<file path="src/rtl/reg_file_if.sv">
// reg_file_if -- operand-read / issue / commit bundle for the register file.
//   slave  : register-file side (reads issue, commit, clear and RoB query
//            results; drives operand values, busy flags, tags and RoB queries)
//   master : core side (issue stage + reorder buffer)
// Signals:
//   issue_ready/issue_rd/issue_robid   rename a destination to an RoB tag
//   rs1/rs2                            source indices of the issuing instruction
//   rs*_val/rs*_busy/rs*_tag           resolved operands
//   get_RoBid_*, RoB_busy_*, RoB_value_* reorder-buffer lookup of pending tags
//   commit_valid/rd/robid/value        retirement write port
//   clear                              mispredict flush
interface reg_file_if #(parameter int ROB_BITS = 4);
   logic                issue_ready;
   logic [4:0]          issue_rd;
   logic [ROB_BITS-1:0] issue_robid;
   logic [4:0]          rs1;
   logic [4:0]          rs2;
   logic [31:0]         rs1_val;
   logic [31:0]         rs2_val;
   logic                rs1_busy;
   logic                rs2_busy;
   logic [ROB_BITS-1:0] rs1_tag;
   logic [ROB_BITS-1:0] rs2_tag;
   logic [ROB_BITS-1:0] get_RoBid_1;
   logic [ROB_BITS-1:0] get_RoBid_2;
   logic                RoB_busy_1;
   logic                RoB_busy_2;
   logic [31:0]         RoB_value_1;
   logic [31:0]         RoB_value_2;
   logic                commit_valid;
   logic [4:0]          commit_rd;
   logic [ROB_BITS-1:0] commit_robid;
   logic [31:0]         commit_value;
   logic                clear;

   modport slave (
      input  issue_ready, issue_rd, issue_robid, rs1, rs2,
      input  RoB_busy_1, RoB_busy_2, RoB_value_1, RoB_value_2,
      input  commit_valid, commit_rd, commit_robid, commit_value, clear,
      output rs1_val, rs2_val, rs1_busy, rs2_busy, rs1_tag, rs2_tag,
      output get_RoBid_1, get_RoBid_2
   );

   modport master (
      output issue_ready, issue_rd, issue_robid, rs1, rs2,
      output RoB_busy_1, RoB_busy_2, RoB_value_1, RoB_value_2,
      output commit_valid, commit_rd, commit_robid, commit_value, clear,
      input  rs1_val, rs2_val, rs1_busy, rs2_busy, rs1_tag, rs2_tag,
      input  get_RoBid_1, get_RoBid_2
   );
endinterface

</file>
<file path="src/rtl/reg_file.sv">
// reg_file -- 32 x 32-bit architectural register file with rename tags.
// Each register carries a busy bit and the RoB tag of its pending producer.
// Operand reads are combinational and see state from before this cycle's
// issue, resolving through stored value, optional same-cycle commit bypass,
// or the reorder-buffer query result.
// Ports:
//   clk_in   system clock
//   rst_in   synchronous active-high reset (wins over rdy_in)
//   rdy_in   low = hold all state
//   bus      reg_file_if.slave bundle (issue, reads, RoB query, commit, clear)
// Optional feature: define REGFILE_BYPASS_EN to forward a same-cycle commit
// into operand reads.
module reg_file #(
   parameter int ROB_BITS = 4
) (
   input  logic        clk_in,
   input  logic        rst_in,
   input  logic        rdy_in,
   reg_file_if.slave   bus
);

   typedef struct packed {
      logic                busy;
      logic [ROB_BITS-1:0] tag;
      logic [31:0]         val;
   } rd_t;

   logic [31:0]         vals [32];
   logic [31:0]         busy;
   logic [ROB_BITS-1:0] tags [32];

   // Commit is applied before issue so a same-cycle issue to the same rd
   // leaves busy set with the new tag while the value is still written.
   always_ff @(posedge clk_in) begin
      if (rst_in) begin
         for (int unsigned i = 0; i < 32; i++) begin
            vals[i] <= '0;
            tags[i] <= '0;
         end
         busy <= '0;
      end else if (rdy_in) begin
         if (bus.commit_valid && bus.commit_rd != 5'd0) begin
            vals[bus.commit_rd] <= bus.commit_value;
            if (tags[bus.commit_rd] == bus.commit_robid)
               busy[bus.commit_rd] <= 1'b0;
         end
         if (bus.clear) begin
            busy <= '0;
         end else if (bus.issue_ready && bus.issue_rd != 5'd0) begin
            busy[bus.issue_rd] <= 1'b1;
            tags[bus.issue_rd] <= bus.issue_robid;
         end
      end
   end

   function automatic rd_t resolve(
      input logic [4:0]          rs,
      input logic [31:0]         sval,
      input logic                sbusy,
      input logic [ROB_BITS-1:0] stag,
      input logic                hit,
      input logic [31:0]         hval,
      input logic                rob_busy,
      input logic [31:0]         rob_val
   );
      rd_t r;
      r.busy = 1'b0;
      r.tag  = stag;
      r.val  = '0;
      if (rs == 5'd0)      r.val  = '0;
      else if (!sbusy)     r.val  = sval;
      else if (hit)        r.val  = hval;
      else if (!rob_busy)  r.val  = rob_val;
      else                 r.busy = 1'b1;
      return r;
   endfunction

   logic hit1, hit2;
   rd_t  r1, r2;

`ifdef REGFILE_BYPASS_EN
   assign hit1 = bus.commit_valid && bus.commit_rd == bus.rs1 &&
                 bus.commit_robid == tags[bus.rs1];
   assign hit2 = bus.commit_valid && bus.commit_rd == bus.rs2 &&
                 bus.commit_robid == tags[bus.rs2];
`else
   assign hit1 = 1'b0;
   assign hit2 = 1'b0;
`endif

   always_comb begin
      r1 = resolve(bus.rs1, vals[bus.rs1], busy[bus.rs1], tags[bus.rs1],
                   hit1, bus.commit_value, bus.RoB_busy_1, bus.RoB_value_1);
      r2 = resolve(bus.rs2, vals[bus.rs2], busy[bus.rs2], tags[bus.rs2],
                   hit2, bus.commit_value, bus.RoB_busy_2, bus.RoB_value_2);
   end

   assign bus.rs1_val     = r1.val;
   assign bus.rs1_busy    = r1.busy;
   assign bus.rs1_tag     = r1.tag;
   assign bus.rs2_val     = r2.val;
   assign bus.rs2_busy    = r2.busy;
   assign bus.rs2_tag     = r2.tag;
   assign bus.get_RoBid_1 = tags[bus.rs1];
   assign bus.get_RoBid_2 = tags[bus.rs2];

endmodule

</file>
<file path="src/flat_wrapper.sv">
// flat-port wrapper written by rule: the top's interface ports become plain ports
module reg_file_flat 
#(
   parameter int ROB_BITS = 4
)
  (clk_in, rst_in, rdy_in, bus_issue_ready, bus_issue_rd, bus_issue_robid, bus_rs1, bus_rs2, bus_RoB_busy_1, bus_RoB_busy_2, bus_RoB_value_1, bus_RoB_value_2, bus_commit_valid, bus_commit_rd, bus_commit_robid, bus_commit_value, bus_clear, bus_rs1_val, bus_rs2_val, bus_rs1_busy, bus_rs2_busy, bus_rs1_tag, bus_rs2_tag, bus_get_RoBid_1, bus_get_RoBid_2);
  reg_file_if #(.ROB_BITS(ROB_BITS)) bus_i ();
  input  logic clk_in;
  input  logic rst_in;
  input  logic rdy_in;
  input wire logic [$bits(bus_i.issue_ready)-1:0] bus_issue_ready;
  input wire logic [$bits(bus_i.issue_rd)-1:0] bus_issue_rd;
  input wire logic [$bits(bus_i.issue_robid)-1:0] bus_issue_robid;
  input wire logic [$bits(bus_i.rs1)-1:0] bus_rs1;
  input wire logic [$bits(bus_i.rs2)-1:0] bus_rs2;
  input wire logic [$bits(bus_i.RoB_busy_1)-1:0] bus_RoB_busy_1;
  input wire logic [$bits(bus_i.RoB_busy_2)-1:0] bus_RoB_busy_2;
  input wire logic [$bits(bus_i.RoB_value_1)-1:0] bus_RoB_value_1;
  input wire logic [$bits(bus_i.RoB_value_2)-1:0] bus_RoB_value_2;
  input wire logic [$bits(bus_i.commit_valid)-1:0] bus_commit_valid;
  input wire logic [$bits(bus_i.commit_rd)-1:0] bus_commit_rd;
  input wire logic [$bits(bus_i.commit_robid)-1:0] bus_commit_robid;
  input wire logic [$bits(bus_i.commit_value)-1:0] bus_commit_value;
  input wire logic [$bits(bus_i.clear)-1:0] bus_clear;
  output wire logic [$bits(bus_i.rs1_val)-1:0] bus_rs1_val;
  output wire logic [$bits(bus_i.rs2_val)-1:0] bus_rs2_val;
  output wire logic [$bits(bus_i.rs1_busy)-1:0] bus_rs1_busy;
  output wire logic [$bits(bus_i.rs2_busy)-1:0] bus_rs2_busy;
  output wire logic [$bits(bus_i.rs1_tag)-1:0] bus_rs1_tag;
  output wire logic [$bits(bus_i.rs2_tag)-1:0] bus_rs2_tag;
  output wire logic [$bits(bus_i.get_RoBid_1)-1:0] bus_get_RoBid_1;
  output wire logic [$bits(bus_i.get_RoBid_2)-1:0] bus_get_RoBid_2;
  assign bus_i.issue_ready = bus_issue_ready;
  assign bus_i.issue_rd = bus_issue_rd;
  assign bus_i.issue_robid = bus_issue_robid;
  assign bus_i.rs1 = bus_rs1;
  assign bus_i.rs2 = bus_rs2;
  assign bus_i.RoB_busy_1 = bus_RoB_busy_1;
  assign bus_i.RoB_busy_2 = bus_RoB_busy_2;
  assign bus_i.RoB_value_1 = bus_RoB_value_1;
  assign bus_i.RoB_value_2 = bus_RoB_value_2;
  assign bus_i.commit_valid = bus_commit_valid;
  assign bus_i.commit_rd = bus_commit_rd;
  assign bus_i.commit_robid = bus_commit_robid;
  assign bus_i.commit_value = bus_commit_value;
  assign bus_i.clear = bus_clear;
  assign bus_rs1_val = bus_i.rs1_val;
  assign bus_rs2_val = bus_i.rs2_val;
  assign bus_rs1_busy = bus_i.rs1_busy;
  assign bus_rs2_busy = bus_i.rs2_busy;
  assign bus_rs1_tag = bus_i.rs1_tag;
  assign bus_rs2_tag = bus_i.rs2_tag;
  assign bus_get_RoBid_1 = bus_i.get_RoBid_1;
  assign bus_get_RoBid_2 = bus_i.get_RoBid_2;
  reg_file #(.ROB_BITS(ROB_BITS)) u_core (.clk_in(clk_in), .rst_in(rst_in), .rdy_in(rdy_in), .bus(bus_i));
endmodule
</file>
<file path="config.mk">
export PLATFORM = sky130hd
export DESIGN_NAME = reg_file_flat
export DESIGN_NICKNAME = d
export VERILOG_FILES = /design/src/rtl/reg_file_if.sv /design/src/rtl/reg_file.sv /design/src/flat_wrapper.sv
export SDC_FILE = /design/constraint.sdc
export NUM_CORES = 2
export LEC_CHECK = 0
export CAP_MARGIN = 20
export CORE_MARGIN = 8
export CORE_UTILIZATION = 55
export CTS_BUF_LIST = sky130_fd_sc_hd__clkbuf_16
export CTS_CLUSTER_SIZE = 24
export DETAILED_ROUTE_END_ITERATION = 8
export GPL_TIMING_DRIVEN = 0
export PLACE_DENSITY_LB_ADDON = 0.25
export SETUP_SLACK_MARGIN = 0.5
export SLEW_MARGIN = 10
export SYNTH_ARGS = -nofsm -noshare
export SYNTH_HDL_FRONTEND = slang
export SYNTH_SLANG_ARGS = --single-unit
</file>
<file path="constraint.sdc">
create_clock -name clk_in -period 5.65 [get_ports clk_in]
set_input_delay 1.13 -clock clk_in [delete_from_list [all_inputs] [get_ports clk_in]]
set_output_delay 1.13 -clock clk_in [all_outputs]
set_load 0.02 [all_outputs]
</file>
==> results by group <==
Flow run
  • Maxcap violations: 0

Hold path
  • Worst hold-check path type: reg -> reg

STA
  • Setup Viol. Count Final: 0
  • Fmax: 188 MHz
  • Relative slew slack: 0.0427
  • Final setup margin: 0.320 ns
  • Slew Limit Fails: 0
  • Post-layout min period: 5.33 ns
  • Worst clock skew: 0.0173 ns
  • Worst slew pin tran: 1.43 ns
  • Fin crit share: 0.943
  • RSZ-0062 raised after global routing: true
  • Final hold violation count: 0

Floorplanning
  • Ports: 214
  • DIE AREA: 130000 sq um
  • Initial Utilization: 0.554
  • Die Y-Extent: 361 microns
  • Chip width: 361 microns
  • Std cell rows: 126
  • Placeable core area: 118000 sq um

Finish
  • Final instance area: 75100 sq um
  • Area grow syn2layout: 14.9%
  • Layout Nets: 4713
  • Fill count: 8454
  • Layout cells sized above 1: 0.281
  • Final core utilization: 0.636

Pwr
  • Part of the power in registers: 0.469
  • Switching share of total power: 0.259
  • Power density cells: 293 nW/um^2
  • Gate power share: 0.148
  • Internal power: 0.0163 W
  • Final Power: 0.0220 W
  • Switching Power: 0.00570 W
  • Pleak: 25.9 nW
  • VDD IR max: 0.326 mV
  • Clk pwr share: 0.383

CTS
  • CTS tree: done
  • Clock buffer depth: 3
  • Hold buffers post-CTS: 0
  • Clock Pin Slew Worst Setup and Hold Paths: 0.06 ns
  • Num Clock Sinks: 1184
  • Skew-Pair Late Insertion Delay: 0.76 ns
  • Total CTS buffers: 131
  • Root Buffer: clkbuf_16
  • H-Tree Depth: 4

Yosys
  • Top cells by count, synth: 1152 x edfxtp_1, 1116 x and2_1, 740 x mux4_2
  • Ranking of synthesized cells by area: edfxtp_1 53%, mux4_2 25%, and2_1 11%
  • Number of flops mapped to enable cells by yosys: 1152
  • Top-count cell post-synth: edfxtp_1
  • Synthesized flop and latch total: 1184
  • Post-synthesis cell count: 4174
  • Seq/Total Area, Yosys: 0.539
  • Synth async-reset ratio: 0
  • Share of the synthesized area in the top cell type: 0.529
  • Number of unique standard cell types used by synthesis: 44
  • Synthesis Warnings: 0
  • Mapped cell area: 65400 sq um
  • Dominant synthesized flop cell: edfxtp_1
  • Avg Inst Size Synth: 15.7 sq um
  • Cell accounting for the most synthesized area: edfxtp_1

Detailed routing
  • Wirelength per Cell: 38.3 microns
  • Pre-antenna DRT Iters: 8
  • Residual DRC: 0
  • Final WL: 238 mm
  • Routed via count: 44500
  • Vias per cell: 7.15
  • Routed Antenna Nets: 0
  • 1st-iter DRT viols: 7945

Setup path
  • Worst reg2reg path depth: 8
  • Type of the worst setup path: in -> out
  • Critical path depth in cells: 8
  • Top delay family on crit path: buffers and inverters
  • Crit path from: bus_rs1[3]
  • Worst setup path endpoint: bus_rs1_val[26]
  • Cells along the critical path: clkdlybuf4s50_1, clkbuf_2, clkbuf_2, mux4_2, mux2_2, a21oi_1, nor2_1, clkdlybuf4s50_1
  • Reg2reg end: u_core.busy[9]
  • Critical Path Fanout Max: 10
  • Required time of the critical path: 4.52 ns
  • Worst setup EP type: primary output
  • CP max-delay cell: clkdlybuf4s50_1
  • Worst reg2reg setup slack: 2.65 ns
  • Worst path max stage delay: 0.60 ns
  • Arrival time worst endpoint: 4.20 ns
  • CP Buf/Inv Count: 4
  • Crit path launch type: input port
  • Reg2reg start: u_core.tags[25][3]

Global routing
  • Initial antenna violation count: 17
  • Total Routing Usage GR: 0.361
  • Global route overflow: 0
  • Vias in the first global route: 43800
  • Global-route wire length before repair: 330 mm
  • Pin count of the biggest net entering global routing: 33

Status
  • Status: finished, final reports clean

Placement
  • Dpl hpwl: 167 mm
  • Pre-CTS setup slack: -1.25 ns
  • Gpl congestion: 0.970
  • Placement Cell Area: 70100 sq um
  • Count of buffers from port buffering: 206
==> through the flow <==
step | hold slack, ns | cells | TNS [ns]
after CTS | 0.482 | 6213 | 0
final | 0.480 | 6227 | 0
after detailed placement | 0.471 | 5980 | -71.63
after global placement | 0.470 | 5951 | -74.40
after global routing | 0.499 | 6214 | 0
after floorplan | 0.417 | 4209 | 0
==> area by class of cell <==
cell class | instances | area (sq um) | share of cell area
plain buffers | 448 | 2830 | 0.0377
clock buffers | 136 | 3400 | 0.0453
diodes | 13 | 32.5 | 0.000433
repair buffers | 239 | 2590 | 0.0344
well taps | 1536 | 1920 | 0.0256
multi-input cells | 2575 | 28400 | 0.378
clock inverters | 94 | 723 | 0.00962
flip-flops and latches | 1184 | 35200 | 0.469
inverters | 2 | 7.51 | 0.0000999
==> metal layers <==
layer  track usage  wire (microns)  share of wire
met1         0.454           80200           0.34
met5       0.00148              42        0.00018
met2         0.552          108000           0.45
met3         0.118           33500           0.14
met4         0.208           16200          0.068
==> cell usage in the layout (no fill, tap or decap), types with 64 or more instances in the layout <==
cell,instances
edfxtp_1,1152
and2_1,1116
mux4_2,740
clkbuf_1,226
clkbuf_16,136
nor2_1,135
clkdlybuf4s50_1,127
a21oi_1,97
mux2_2,72
nor3b_1,67
mux2i_1,64
==> power by group through the flow <==
stage	clock, W	combinational, W	sequential, W
CTS	0.00838	0.00319	0.0103
global placement	0	0.00312	0.0105
floorplan	0	0.00191	0.0104
detailed placement	0	0.00318	0.0105
global route	0.00870	0.00332	0.0104
finish	0.00845	0.00326	0.0103
==> worst min path at each step <==
| stage | startpoint | to | slack [ns] | cells past startpoint |
|---|---|---|---|---|
| after CTS | u_core.busy[21] | u_core.busy[21] | 0.48 | 2 |
| after floorplan | u_core.busy[0] | u_core.busy[0] | 0.42 | 2 |
| final | u_core.busy[21] | u_core.busy[21] | 0.48 | 2 |
| after global routing | u_core.busy[21] | u_core.busy[21] | 0.50 | 2 |
| after global placement | u_core.busy[21] | u_core.busy[21] | 0.47 | 2 |
| after detailed placement | u_core.busy[21] | u_core.busy[21] | 0.47 | 2 |
==> logic make-up after synthesis <==
group / Yosys count / share of synthesized area
AOI/OAI and AO/OA: 162 / 0.0136
buffers and inverters: 450 / 0.0308
DFF: 1184 / 0.539
muxes: 878 / 0.277
other: 1 / 0.0000573
and+or+nand+nor: 1499 / 0.140
==> worst min-delay path, stage by stage (launching register included) <==
cell and delay [ns]:
dfxtp_1 0.33, nand2_1 0.06, o21ai_1 0.05
==> flip-flops by register name, summed over array words and instances, names as in the netlist <==
name,count
u_core.vals,1024
u_core.tags,128
u_core.busy,32
==> timing repair <==
item | in CTS | in global routing
setup buffers | 3 | 0
endpoints found under the setup margin | 82 | 59
resized for setup | 376 | 58
Note: power is estimated with default switching activity, not from simulation.
